==> src/rtl/fetch_pkg.sv <==
// Shared types and constants for the fetch stage.
//   fetch_state_t : RUN / HALT / FAULT control states
//   fetch_entry_t : payload presented to decode {pc, pc+4, instr}
package fetch_pkg;

  localparam int unsigned INSTR_W          = 32;
  localparam logic [31:0] EBREAK_INSTR_DEF = 32'h0010_0073;
  localparam logic [31:0] RESET_PC_DEF     = 32'h0000_0000;

  typedef enum logic [1:0] {
    RUN   = 2'd0,
    HALT  = 2'd1,
    FAULT = 2'd2
  } fetch_state_t;

  typedef struct packed {
    logic [31:0]        pc;
    logic [31:0]        pc_plus4;
    logic [INSTR_W-1:0] instr;
  } fetch_entry_t;

endpackage

==> src/rtl/fetch_out_reg.sv <==
// One-entry valid/ready payload register between fetch and decode.
// Ports:
//   clk, rst_n  : clock, async active-low reset
//   i_load      : capture i_entry and mark valid (only asserted when the slot is free)
//   i_flush     : discard the held entry (dominates load and fire)
//   i_fire      : entry accepted downstream this cycle
//   i_entry     : payload to capture
//   o_valid     : entry valid
//   o_entry     : held payload, stable while valid and not accepted
module fetch_out_reg
  import fetch_pkg::*;
(
  input  logic         clk,
  input  logic         rst_n,
  input  logic         i_load,
  input  logic         i_flush,
  input  logic         i_fire,
  input  fetch_entry_t i_entry,
  output logic         o_valid,
  output fetch_entry_t o_entry
);

  always_ff @(posedge clk or negedge rst_n) begin
    if (!rst_n) begin
      o_valid <= 1'b0;
      o_entry <= '0;
    end else if (i_flush) begin
      o_valid <= 1'b0;
    end else if (i_load) begin
      o_valid <= 1'b1;
      o_entry <= i_entry;
    end else if (i_fire) begin
      o_valid <= 1'b0;
    end
  end

endmodule

==> src/rtl/fetch_stage.sv <==
// PC generation and fetch stage in front of a combinational word-addressed
// instruction memory. Presents {pc, pc+4, instr} to decode under valid/ready.
// Ports:
//   clk, rst_n        : clock, async active-low reset
//   imem_addr         : fetch address (always the current pc)
//   imem_rdata        : instruction returned in the same cycle
//   redirect_valid/pc : PC change from execute (highest priority)
//   out_valid/ready   : decode handshake
//   out_pc, out_pc_plus4, out_instr : presented entry
//   halted, fault     : state indicators (HALT / FAULT)
//   fetch_count       : accepted, non-discarded handshakes (wraps)
module fetch_stage
  import fetch_pkg::*;
#(
  parameter logic [31:0] RESET_PC     = RESET_PC_DEF,
  parameter int unsigned MEM_WORDS    = 2048,
  parameter logic [31:0] EBREAK_INSTR = EBREAK_INSTR_DEF
) (
  input  logic        clk,
  input  logic        rst_n,
  output logic [31:0] imem_addr,
  input  logic [31:0] imem_rdata,
  input  logic        redirect_valid,
  input  logic [31:0] redirect_pc,
  output logic        out_valid,
  input  logic        out_ready,
  output logic [31:0] out_pc,
  output logic [31:0] out_pc_plus4,
  output logic [31:0] out_instr,
  output logic        halted,
  output logic        fault,
  output logic [31:0] fetch_count
);

  localparam logic [31:0] LP_MEM_WORDS = 32'(MEM_WORDS);

  fetch_state_t r_state, w_state_nxt;
  logic [31:0]  r_pc, w_pc_nxt;
  logic [31:0]  r_count;
  logic [31:0]  w_pc_plus4;
  logic         w_fire, w_slot_free, w_pc_bad, w_load;
  fetch_entry_t w_entry_in, w_entry_out;

  assign w_fire      = out_valid & out_ready;
  assign w_slot_free = ~out_valid | out_ready;
  assign w_pc_plus4  = r_pc + 32'd4;
  assign w_pc_bad    = (r_pc[1:0] != 2'b00) || ({2'b00, r_pc[31:2]} >= LP_MEM_WORDS);

  assign w_entry_in = '{pc: r_pc, pc_plus4: w_pc_plus4, instr: imem_rdata};

  always_ff @(posedge clk or negedge rst_n) begin
    if (!rst_n) begin
      r_state <= RUN;
      r_pc    <= RESET_PC;
      r_count <= '0;
    end else begin
      r_state <= w_state_nxt;
      r_pc    <= w_pc_nxt;
      // A fire coinciding with a redirect is discarded and not counted.
      if (w_fire && !redirect_valid) r_count <= r_count + 32'd1;
    end
  end

  always_comb begin
    w_state_nxt = r_state;
    w_pc_nxt    = r_pc;
    w_load      = 1'b0;
    if (redirect_valid) begin
      w_pc_nxt    = redirect_pc;
      w_state_nxt = RUN;
    end else begin
      unique case (r_state)
        RUN: begin
          if (w_slot_free) begin
            if (w_pc_bad) begin
              w_state_nxt = FAULT;
            end else begin
              w_load = 1'b1;
              // EBREAK is still delivered, but pc stays on it.
              if (imem_rdata == EBREAK_INSTR) w_state_nxt = HALT;
              else                            w_pc_nxt    = w_pc_plus4;
            end
          end
        end
        HALT:    w_state_nxt = HALT;
        FAULT:   w_state_nxt = FAULT;
        default: w_state_nxt = RUN;
      endcase
    end
  end

  fetch_out_reg u_out_reg (
    .clk     (clk),
    .rst_n   (rst_n),
    .i_load  (w_load),
    .i_flush (redirect_valid),
    .i_fire  (w_fire),
    .i_entry (w_entry_in),
    .o_valid (out_valid),
    .o_entry (w_entry_out)
  );

  assign imem_addr    = r_pc;
  assign out_pc       = w_entry_out.pc;
  assign out_pc_plus4 = w_entry_out.pc_plus4;
  assign out_instr    = w_entry_out.instr;
  assign halted       = (r_state == HALT);
  assign fault        = (r_state == FAULT);
  assign fetch_count  = r_count;

endmodule

==> config.mk <==
export PLATFORM = sky130hd
export DESIGN_NAME = fetch_stage
export DESIGN_NICKNAME = d
export VERILOG_FILES = /design/src/rtl/fetch_pkg.sv /design/src/rtl/fetch_out_reg.sv /design/src/rtl/fetch_stage.sv
export SDC_FILE = /design/constraint.sdc
export NUM_CORES = 1
export LEC_CHECK = 0
export ABC_AREA = 0
export CORE_MARGIN = 5
export CORE_UTILIZATION = 40
export CTS_BUF_LIST = sky130_fd_sc_hd__clkbuf_2
export DETAILED_ROUTE_END_ITERATION = 16
export PLACE_DENSITY = 0.71
export SLEW_MARGIN = 20
export SYNTH_ARGS = -nofsm -noshare
export SYNTH_HDL_FRONTEND = slang
export SYNTH_HIERARCHICAL = 1
export SYNTH_SLANG_ARGS = --single-unit
==> constraint.sdc <==
create_clock -name clk -period 2.8 [get_ports clk]
set_input_delay 0.42 -clock clk [delete_from_list [all_inputs] [get_ports clk]]
set_output_delay 0.42 -clock clk [all_outputs]
set_load 0.05 [all_outputs]
==> summary.txt, run 1 <==
Setup path
  • CP endpoint kind: flip-flop
  • Count of buffer and inverter cells on the critical path: 1
  • Crit path max-delay family: simple AND/OR/NAND/NOR gates
  • Cell breakdown of the critical path: nor4_1 -> and4_4 -> nand2_4 -> nor3_1 -> nor2b_4 -> buf_4 -> mux2_2
  • Crit path required time: 3390 ps
  • Slowest library cell on the worst path: dfrtp_1
  • Largest fanout on the critical path: 20
  • CP peak stage delay: 500 ps
  • Critical Path AT: 3170 ps
  • CP Class: flip-flop to flip-flop
  • Crit path launch type: flip-flop

Floorplanning
  • # IOs: 231
  • Chip Width: 145 um
  • Starting Density: about two fifths
  • # rows: 49
  • Die Height: 145 um
  • Die area: 21000 sq um
  • CORE AREA: 18000 sq um

Synthesis
  • Async SR Flop Fraction: 100%
  • Top_reg_cell synth: dfrtp_1
  • Post-synth EDFFs: 0
  • Syn avg cell area: 13.8 sq um
  • Post-synthesis cell type count: 42
  • Register area share after synthesis: 56.0%
  • YS warnings: 6
  • Flop and latch count out of synthesis: 163
  • Synth Cell Area: 7290 sq um
  • Syn_nets: roughly 600
  • Post-Synthesis Cells: approximately 530

Timing
  • Max-slew violation count: 0
  • Setup Skew: between 30 and 40 ps
  • Ratio of final minimum period to clock period: 92.1%
  • Setup tns final: 0 ps
  • Headroom to the max-slew limit: 52.9%
  • Final setup viols: 0
  • FMAX: 388 MHz
  • Final hold vios: 0
  • Final Critical Period: 2580 ps
  • RSZ-0062 raised after global routing: false
  • Worst-margin pin slew: 701 ps

Clock tree
  • CTS tree: built
  • CTS Sinks: 163
  • Clock-pin slew on the worst setup and hold paths: 250 ps
  • H-tree depth: 4
  • Total CTS buffers: 17
  • Clk Latency, worst-skew pair: between 700 and 800 ps
  • CTS max path bufs: 2
  • Root Buffer: clkbuf_2

Finish
  • Commonest non-fill, non-tap cells in the layout: 226 x clkdlybuf4s50_1, 163 x dfrtp_1, 59 x mux2_2
  • # fillers: about 1500
  • Final #Nets: 848
  • Layout cells sized above 1: around a fifth
  • Most common cell after layout, fill and taps aside: clkdlybuf4s50_1
  • Layout area overhead: 39.3%

Pwr
  • Pwr/cell area: between 400 and 500 nW/um^2
  • Design Power: between 4 and 5 mW
  • Static Leak: 4.54 nW
  • VDD IR-drop max: around 230 uV

Routing
  • DRT Pass-1 Iters: 4
  • Number of vias per cell: slightly above 5
  • Via count: 5234
  • Routed len/inst: 18.6 um
  • DRC viols: 0
  • Final WL: 18.9 mm
  • Post-route ant nets: 0
  • Drt initial violations: around 150

Placed design
  • Port Buffers: 230
  • Routability Congestion: 0.768
  • DPL Wire Length: 13.8 mm

GRT
  • Tot GR Track Use: roughly 18%
  • Grt total ovfl: 0
  • Largest net degree at the start of global routing: 88
  • First-pass GRT wire length: between 30 and 40 mm
  • Initial antenna violation count: 1
  • Number of global-route vias before repair: 5729

Run status
  • Status: finished clean

Run
  • Max cap viols: 0

Min path
  • Worst min-delay path class: input port to asynchronous set/reset pin
[cell usage after synthesis (all sizes together) (2+ instances only)]
master / count / share of area, %
nand2: 22 / 1.2
mux2i: 2 / 0.27
mux2: 99 / 17
dfrtp: 163 / 56
nor2: 16 / 0.82
xor2: 18 / 2.2
nor3: 8 / 0.69
inv: 8 / 0.41
buf: 19 / 2.7
nor4: 12 / 1.5
and2: 12 / 1.0
xnor2: 41 / 4.9
nor4b: 3 / 0.36
nor2b: 5 / 0.43
and4: 7 / 0.88
nor4bb: 2 / 0.27
and3: 11 / 0.94
nand3: 18 / 1.2
a221o: 11 / 1.5
ha: 3 / 0.52
nand4: 17 / 1.5
a22o: 18 / 2.2
clkbuf: 5 / 0.26
[routing by layer]
layer / track usage [%] / vias up / wire length, um
met3: 6.52 / 30 / 1330
met5: 0 / - / 0
met1: 22.8 / 2632 / 8150
met4: 5.60 / 0 / 373
li1: - / 2400 / -
met2: 29.2 / 172 / 9090
[power by group]
| group | switching [mW] | internal (mW) |
|---|---|---|
| combinational | 0.357 | 0.264 |
| clock | 0.847 | 0.506 |
| sequential | 0.0688 | 2.40 |
| total | 1.27 | 3.17 |
[through the flow]
stage / cell area, sq um / hold slack [ps] / std cells / utilization (%) / worst slack [ps]
after floorplan: 7290 / 124 / 528 / - / 284
after global placement: 9880 / 340 / 985 / 55.0 / 144
after detailed placement: 9880 / 346 / 985 / 55.0 / 78.8
after CTS: 10200 / 57.3 / 1019 / 56.5 / 40.2
after global routing: 10200 / 76.6 / 1020 / 56.5 / 66.9
final: 10200 / 146 / 1020 / 56.5 / 221
[cells by family after synthesis]
logic type,after synthesis,synth area share [%]
buf+inv,32,3.38
compound gates,34,4.15
fa+ha+maj,3,0.515
xor+xnor,59,7.09
simple gates,136,11.3
mux,101,17.6
flops,163,56.0
[area by class of cell]
cell class	instances	area, sq um	area share, %
inverters	8	30.0	0.296
repair buffers	254	2530	25.0
diodes	1	2.50	0.0246
clock buffers	19	95.1	0.936
multi-input cells	333	2970	29.2
clock inverters	13	158	1.55
flip-flops and latches	163	4080	40.2
well taps	229	287	2.82
[flip-flops by register name, indices dropped and copies added (netlist names)]
| signal | cells |
|---|---|
| fetch_count | 32 |
| imem_addr | 32 |
| r_state | 2 |
| u_out_reg/o_entry | 96 |
| u_out_reg/o_valid | 1 |
[final timing paths]
path	from	to	slack (ps)	cells after the start
worst max-delay path	imem_addr[28]	u_out_reg/o_entry[6]	220	7
worst min-delay path	rst_n	imem_addr[17]	150	2
worst max register to register	imem_addr[28]	u_out_reg/o_entry[6]	220	7
worst min register to register	fetch_count[31]	fetch_count[31]	490	1
max in group asynchronous	rst_n	u_out_reg/o_entry[34]	1790	3
min in group clk	redirect_pc[22]	imem_addr[22]	320	2
[repair_timing]
| action | CTS | global route |
|---|---|---|
| endpoints found under the setup margin | 1 | 1 |
| setup buffers | 0 | 0 |
| hold buffers | 2 | 0 |
| hold endpoints to repair | 137 | 0 |
| gates resized for setup | 1 | 1 |
No activity file was read; power rests on OpenSTA's default activity.
==> run 2, diff against run 1 <==
--- a/config.mk
+++ b/config.mk
@@ -5,12 +5,12 @@
 export SDC_FILE = /design/constraint.sdc
 export NUM_CORES = 1
 export LEC_CHECK = 0
-export ABC_AREA = 0
+export ABC_AREA = 1
 export CORE_MARGIN = 5
 export CORE_UTILIZATION = 40
 export CTS_BUF_LIST = sky130_fd_sc_hd__clkbuf_2
 export DETAILED_ROUTE_END_ITERATION = 16
-export PLACE_DENSITY = 0.71
+export PLACE_DENSITY = 0.68
 export SLEW_MARGIN = 20
 export SYNTH_ARGS = -nofsm -noshare
 export SYNTH_HDL_FRONTEND = slang
==> summary.txt, run 2 <==
Setup path
  • Largest fanout on the critical path: 7
  • Cell breakdown of the critical path: clkdlybuf4s50_1
  • Crit path launch type: flip-flop
  • Crit path required time: 2380 ps
  • Count of buffer and inverter cells on the critical path: 1
  • Slowest library cell on the worst path: clkdlybuf4s50_1
  • CP Class: flip-flop to primary output
  • Crit path max-delay family: buffers and inverters
  • CP peak stage delay: 910 ps
  • Critical Path AT: 2190 ps
  • CP endpoint kind: primary output

Finish
  • Footprint of the multi-input gates: 3730 sq um
  • Layout area overhead: 33.7%
  • Storage element area: 4080 sq um
  • Top reg by flops: u_out_reg/o_entry
  • Layout cells sized above 1: 7.29%
  • Most common cell after layout, fill and taps aside: nand2_1
  • Largest register FFs: 96
  • Post-layout util: between 50% and 60%
  • Commonest non-fill, non-tap cells in the layout: 427 x nand2_1, 228 x clkdlybuf4s50_1, 168 x nand3_1
  • # fillers: 1950
  • Final #Nets: 1375

Routing
  • Met3 WL post-DR: slightly above 2 mm
  • Drt initial violations: 513
  • Top Layer Used: met5
  • Number of vias per cell: 4.91
  • Routed len/inst: 15.7 um
  • DRC viols: 0
  • Via count: around 7800
  • M1 WL: 11.2 mm
  • Met2 WL: 11.3 mm
  • Post-route ant nets: 0
  • Final WL: 24.9 mm
  • DRT Pass-1 Iters: 5

Clock tree
  • CTS tree: built
  • Total CTS buffers: 17
  • CTS Sinks: 163
  • Resized Gates After CTS: 0
  • Setup bufs post-CTS: 0
  • Root Buffer: clkbuf_2
  • H-tree depth: 4
  • Clock-pin slew on the worst setup and hold paths: 230 ps
  • CTS max path bufs: 2
  • Clk Latency, worst-skew pair: 710 ps

Pwr
  • VDD IR-drop max: 204 uV
  • Static Leak: roughly 5.6 nW
  • Pwr/cell area: 409 nW/um^2

Timing
  • Headroom to the max-slew limit: 27.6%
  • Final setup viols: 0
  • Ratio of final minimum period to clock period: roughly 93%
  • Worst hold margin: 172 ps
  • Max-slew violation count: 0
  • Final Critical Period: 2610 ps
  • Setup tns final: 0 ps
  • FMAX: 383 MHz
  • Setup Skew: 24.8 ps
  • RSZ-0062 raised after global routing: false
  • Post-route worst setup slack: 190 ps
  • Final hold vios: 0
  • Worst-margin pin slew: 1080 ps

Synthesis
  • Top_reg_cell synth: dfrtp_1
  • Syn avg cell area: 7.76 sq um
  • Main combinational cell family by area after synthesis: simple AND/OR/NAND/NOR gates
  • Most instantiated cells after synthesis: 427 x nand2_1, 168 x nand3_1, 163 x dfrtp_1
  • Xor/xnor cell area share of the yosys netlist: under 10%
  • Synth Cell Area: 8360 sq um
  • Post-synth EDFFs: 0
  • Count leader, synth: nand2_1
  • Post-synthesis cell type count: 35
  • Flop and latch count out of synthesis: about 160
  • Top cell type's share of synthesized area: 48.8%
  • Post-synthesis compound-gate area fraction: 0.614%
  • Synth top area cells: dfrtp_1 49%, nand2_1 19%, nand3_1 10%, nor2_1 3.5%, xor2_1 3.1%
  • Multiplexer share of the synthesized area: 0%
  • Syn_nets: around 1100
  • Simple-Gate Fraction of Synth Area: 39.4%
  • Register area share after synthesis: 48.8%
  • Synth Area in Adders: 0.449%
  • Post-Synthesis Cells: 1078
  • YS warnings: 6
  • Async SR Flop Fraction: 100%
  • Post-synth top area cell: dfrtp_1

Floorplanning
  • # rows: between 50 and 60
  • Starting Density: approximately two fifths
  • CORE AREA: 20400 sq um
  • Die Height: 155 um
  • # IOs: 231
  • Chip Width: between 150 and 200 um
  • Die area: 23900 sq um

GRT
  • First-pass GRT wire length: just over 40 mm
  • Largest net degree at the start of global routing: 78
  • Number of global-route vias before repair: 7553
  • Tot GR Track Use: 20.9%
  • Initial antenna violation count: 4
  • Grt total ovfl: 0

Placed design
  • DPL Wire Length: between 15 and 20 mm
  • Port Buffers: 230
  • Routability Congestion: ~0.85
  • Post-place setup slack: about 350 ps

Run status
  • Status: finished clean

Run
  • Max cap viols: 0

Min path
  • Worst min-delay path class: input port to flip-flop
## run 2: cell count changes after synthesis, moves of 20 or more
cell,delta
mux2_4,-40
nor2_1,+62
inv_1,+57
nand2_1,+406
nand3_1,+150
xnor2_1,-32
buf_2,+20
mux2_2,-59
## run 2: repair_timing
action / CTS / global route
setup endpoints to repair: 0 / 0
hold endpoints to repair: 64 / 0
hold buffers: 1 / 0
## run 2: logic make-up (layout without fill, tap and decap cells)
logic type	count (synthesis)	in the layout
compound gates	8	8
xor+xnor	39	39
fa+ha+maj	3	3
buf+inv	118	357
flops	163	163
other cells	0	1
simple gates	747	747
## run 2: final timing paths
kind                                    endpoint                  start  slack, ps  depth (start not counted)
max                                 imem_addr[2]           imem_addr[2]        190                          1
min                            u_out_reg/o_valid         redirect_valid        170                          4
max reg2reg                u_out_reg/o_entry[55]          imem_addr[17]        390                          9
min reg2reg                u_out_reg/o_entry[34]  u_out_reg/o_entry[34]        500                          2
max in group asynchronous  u_out_reg/o_entry[82]                  rst_n       1750                          3
min in group asynchronous  u_out_reg/o_entry[12]                  rst_n        200                          2
## run 2: layout make-up
type	count	area share (%)
multi-input cells	797	33.3
clock inverters	11	1.01
repair buffers	255	22.8
well taps	270	3.02
diodes	1	0.0224
clock buffers	21	0.940
inverters	70	2.36
flip-flops and latches	163	36.5
## run 2: report_power, final
| part | internal (mW) | switching (mW) | leakage [nW] |
|---|---|---|---|
| combinational | 0.299 | 0.522 | 3.24 |
| clock | 0.413 | 0.838 | 0.141 |
| sequential | 2.42 | 0.0841 | 2.18 |
| total | 3.13 | 1.44 | 5.56 |
## run 2: layer usage
metal / vias to the layer above / track usage, %
met5: - / 0
met4: 6 / 4.96
met3: 33 / 7.32
met2: 239 / 32.3
met1: 3671 / 28.5
li1: 3849 / -
## run 2: stage by stage
step / area [sq um] / power (mW) / instances
finish: 11200 / 4.57 / 1588
global route: 11200 / 4.80 / 1588
CTS: 11200 / 4.64 / 1587
detailed placement: 11000 / 3.37 / 1554
global placement: 11000 / 3.36 / 1554
floorplan: 8360 / 2.97 / 1078
==> run 3, diff against run 2 <==
--- a/config.mk
+++ b/config.mk
@@ -6,11 +6,13 @@
 export NUM_CORES = 1
 export LEC_CHECK = 0
 export ABC_AREA = 1
+export CELL_PAD_IN_SITES_DETAIL_PLACEMENT = 0
+export CELL_PAD_IN_SITES_GLOBAL_PLACEMENT = 2
 export CORE_MARGIN = 5
-export CORE_UTILIZATION = 40
+export CORE_UTILIZATION = 28
 export CTS_BUF_LIST = sky130_fd_sc_hd__clkbuf_2
 export DETAILED_ROUTE_END_ITERATION = 16
-export PLACE_DENSITY = 0.68
+export PLACE_DENSITY_LB_ADDON = 0.1
 export SLEW_MARGIN = 20
 export SYNTH_ARGS = -nofsm -noshare
 export SYNTH_HDL_FRONTEND = slang
==> summary.txt, run 3 (synthesis gave the netlist of run 2 again) <==
Run status
  • Status: finished clean

Placed design
  • Routability Congestion: 0.765
  • DPL Wire Length: approximately 20 mm
  • Dpl cells: 1681
  • Post-place setup slack: 353 ps
  • Port Buffers: 230

Setup path
  • Critical Path Stages: 1
  • Critical Path AT: 2190 ps
  • FF-to-FF path depth: 9
  • Critical R2R Capture: u_out_reg/o_entry[71]
  • Worst Setup EP: imem_addr[16]
  • CP peak stage delay: 880 ps
  • Reg2reg start: imem_addr[20]
  • Count of buffer and inverter cells on the critical path: 1
  • Crit path max-delay family: buffers and inverters
  • CP Class: flip-flop to primary output
  • Crit path launch type: flip-flop
  • Slowest library cell on the worst path: clkdlybuf4s50_1
  • Flop-to-flop setup slack: 600 ps
  • Crit path launch: imem_addr[16]
  • Cell breakdown of the critical path: clkdlybuf4s50_1
  • CP endpoint kind: primary output
  • Largest fanout on the critical path: 8
  • Crit path required time: 2380 ps

Floorplanning
  • # IOs: 231
  • Die Height: roughly 180 um
  • # rows: 63
  • CORE AREA: 29600 sq um
  • Starting Density: 28.3%
  • Chip Width: 183 um
  • Die area: around 33000 sq um

Finish
  • Layout Cells excl Fill: 1717
  • Largest register FFs: 96
  • Commonest non-fill, non-tap cells in the layout: 427 x nand2_1, 225 x clkdlybuf4s50_1, 168 x nand3_1
  • Layout area overhead: 36.2%
  • Layout cells sized above 1: under 10%
  • Most common cell after layout, fill and taps aside: nand2_1
  • Top reg by flops: u_out_reg/o_entry
  • Post-layout util: about two fifths
  • Final #Nets: ~1400

GRT
  • First-pass GRT wire length: around 45 mm
  • Largest net degree at the start of global routing: slightly below 100
  • Number of global-route vias before repair: 7796
  • Tot GR Track Use: 17.1%
  • Initial antenna violation count: 6
  • Grt total ovfl: 0

Pwr
  • Static Leak: 5.63 nW
  • Design Power: approximately 4.6 mW
  • Pwr/cell area: 408 nW/um^2
  • VDD IR-drop max: 190 uV

Routing
  • Top Layer Used: met5
  • Drt initial violations: 294
  • DRT Pass-1 Iters: 7
  • DRC viols: 0
  • Via count: 7624
  • Met2 WL: 13.7 mm
  • Routed len/inst: 16.6 um
  • M1 WL: 12.8 mm
  • Final WL: between 20 and 30 mm
  • Met3 WL post-DR: 1.75 mm
  • Number of vias per cell: 4.44
  • Post-route ant nets: 0

Timing
  • Final Critical Period: 2610 ps
  • Post-route worst setup slack: roughly 190 ps
  • Max-slew violation count: 0
  • Ratio of final minimum period to clock period: 93.3%
  • Setup Skew: approximately 76 ps
  • FMAX: 383 MHz
  • Worst-margin pin slew: around 690 ps
  • Setup tns final: 0 ps
  • Headroom to the max-slew limit: 54.3%
  • Final hold vios: 0
  • Final setup viols: 0

Clock tree
  • Clock-pin slew on the worst setup and hold paths: around 280 ps
  • CTS Sinks: 163
  • Total CTS buffers: 17
  • CTS tree: built
  • Root Buffer: clkbuf_2
  • Setup bufs post-CTS: 0
  • Clk Latency, worst-skew pair: between 700 and 800 ps
  • H-tree depth: 4
  • CTS max path bufs: 2

Min path
  • Worst min-delay path class: input port to asynchronous set/reset pin

Run
  • Max cap viols: 0
==> run 3: worst min-delay path by stage <==
| stage | depth (start not counted) | end | start |
|---|---|---|---|
| final | 2 | u_out_reg/o_entry[16] | rst_n |
| after global routing | 3 | imem_addr[23] | redirect_pc[23] |
| after CTS | 2 | u_out_reg/o_entry[16] | rst_n |
| after detailed placement | 1 | u_out_reg/o_entry[16] | rst_n |
| after global placement | 1 | u_out_reg/o_entry[16] | rst_n |
| after floorplan | 0 | fetch_count[0] | rst_n |
==> run 3: timing repair <==
| item | in CTS | in global routing |
|---|---|---|
| setup endpoints to repair | 0 | 3 |
| hold buffers | 1 | 0 |
| resized for setup | 0 | 3 |
| hold endpoints to repair | 127 | 0 |
==> run 3: metrics by stage <==
| step | cell area [sq um] | hold WS [ps] |
|---|---|---|
| 3_5_place_dp | 11100 | 378 |
| 2_1_floorplan | 8360 | 124 |
| 6_report | 11400 | 116 |
| 4_1_cts | 11400 | 18.3 |
| 5_1_grt | 11400 | 10.4 |
| 3_3_place_gp | 11100 | 375 |
==> run 3: cell type report <==
type,count,area (sq um)
fill,3140,18200
tap,390,488
clock buffer,17,85.1
sequential,163,4080
inverter,70,264
antenna,3,7.51
timing repair buffer,262,2600
multi-input combinational,797,3730
clock inverter,15,136
==> run 3: metal layers <==
layer | vias to the layer above | global-route usage, %
met1 | 3554 | 22.5
met2 | 174 | 28.6
met5 | - | 0
met3 | 14 | 4.88
li1 | 3876 | -
met4 | 6 | 3.13
==> run 3: power breakdown <==
group	internal, mW	switching [mW]	leakage [nW]	total (mW)
Combinational	0.308	0.543	3.31	0.851
Sequential	2.42	0.0781	2.18	2.50
Clock	0.278	1.01	0.136	1.29
Total	3.01	1.64	5.63	4.64
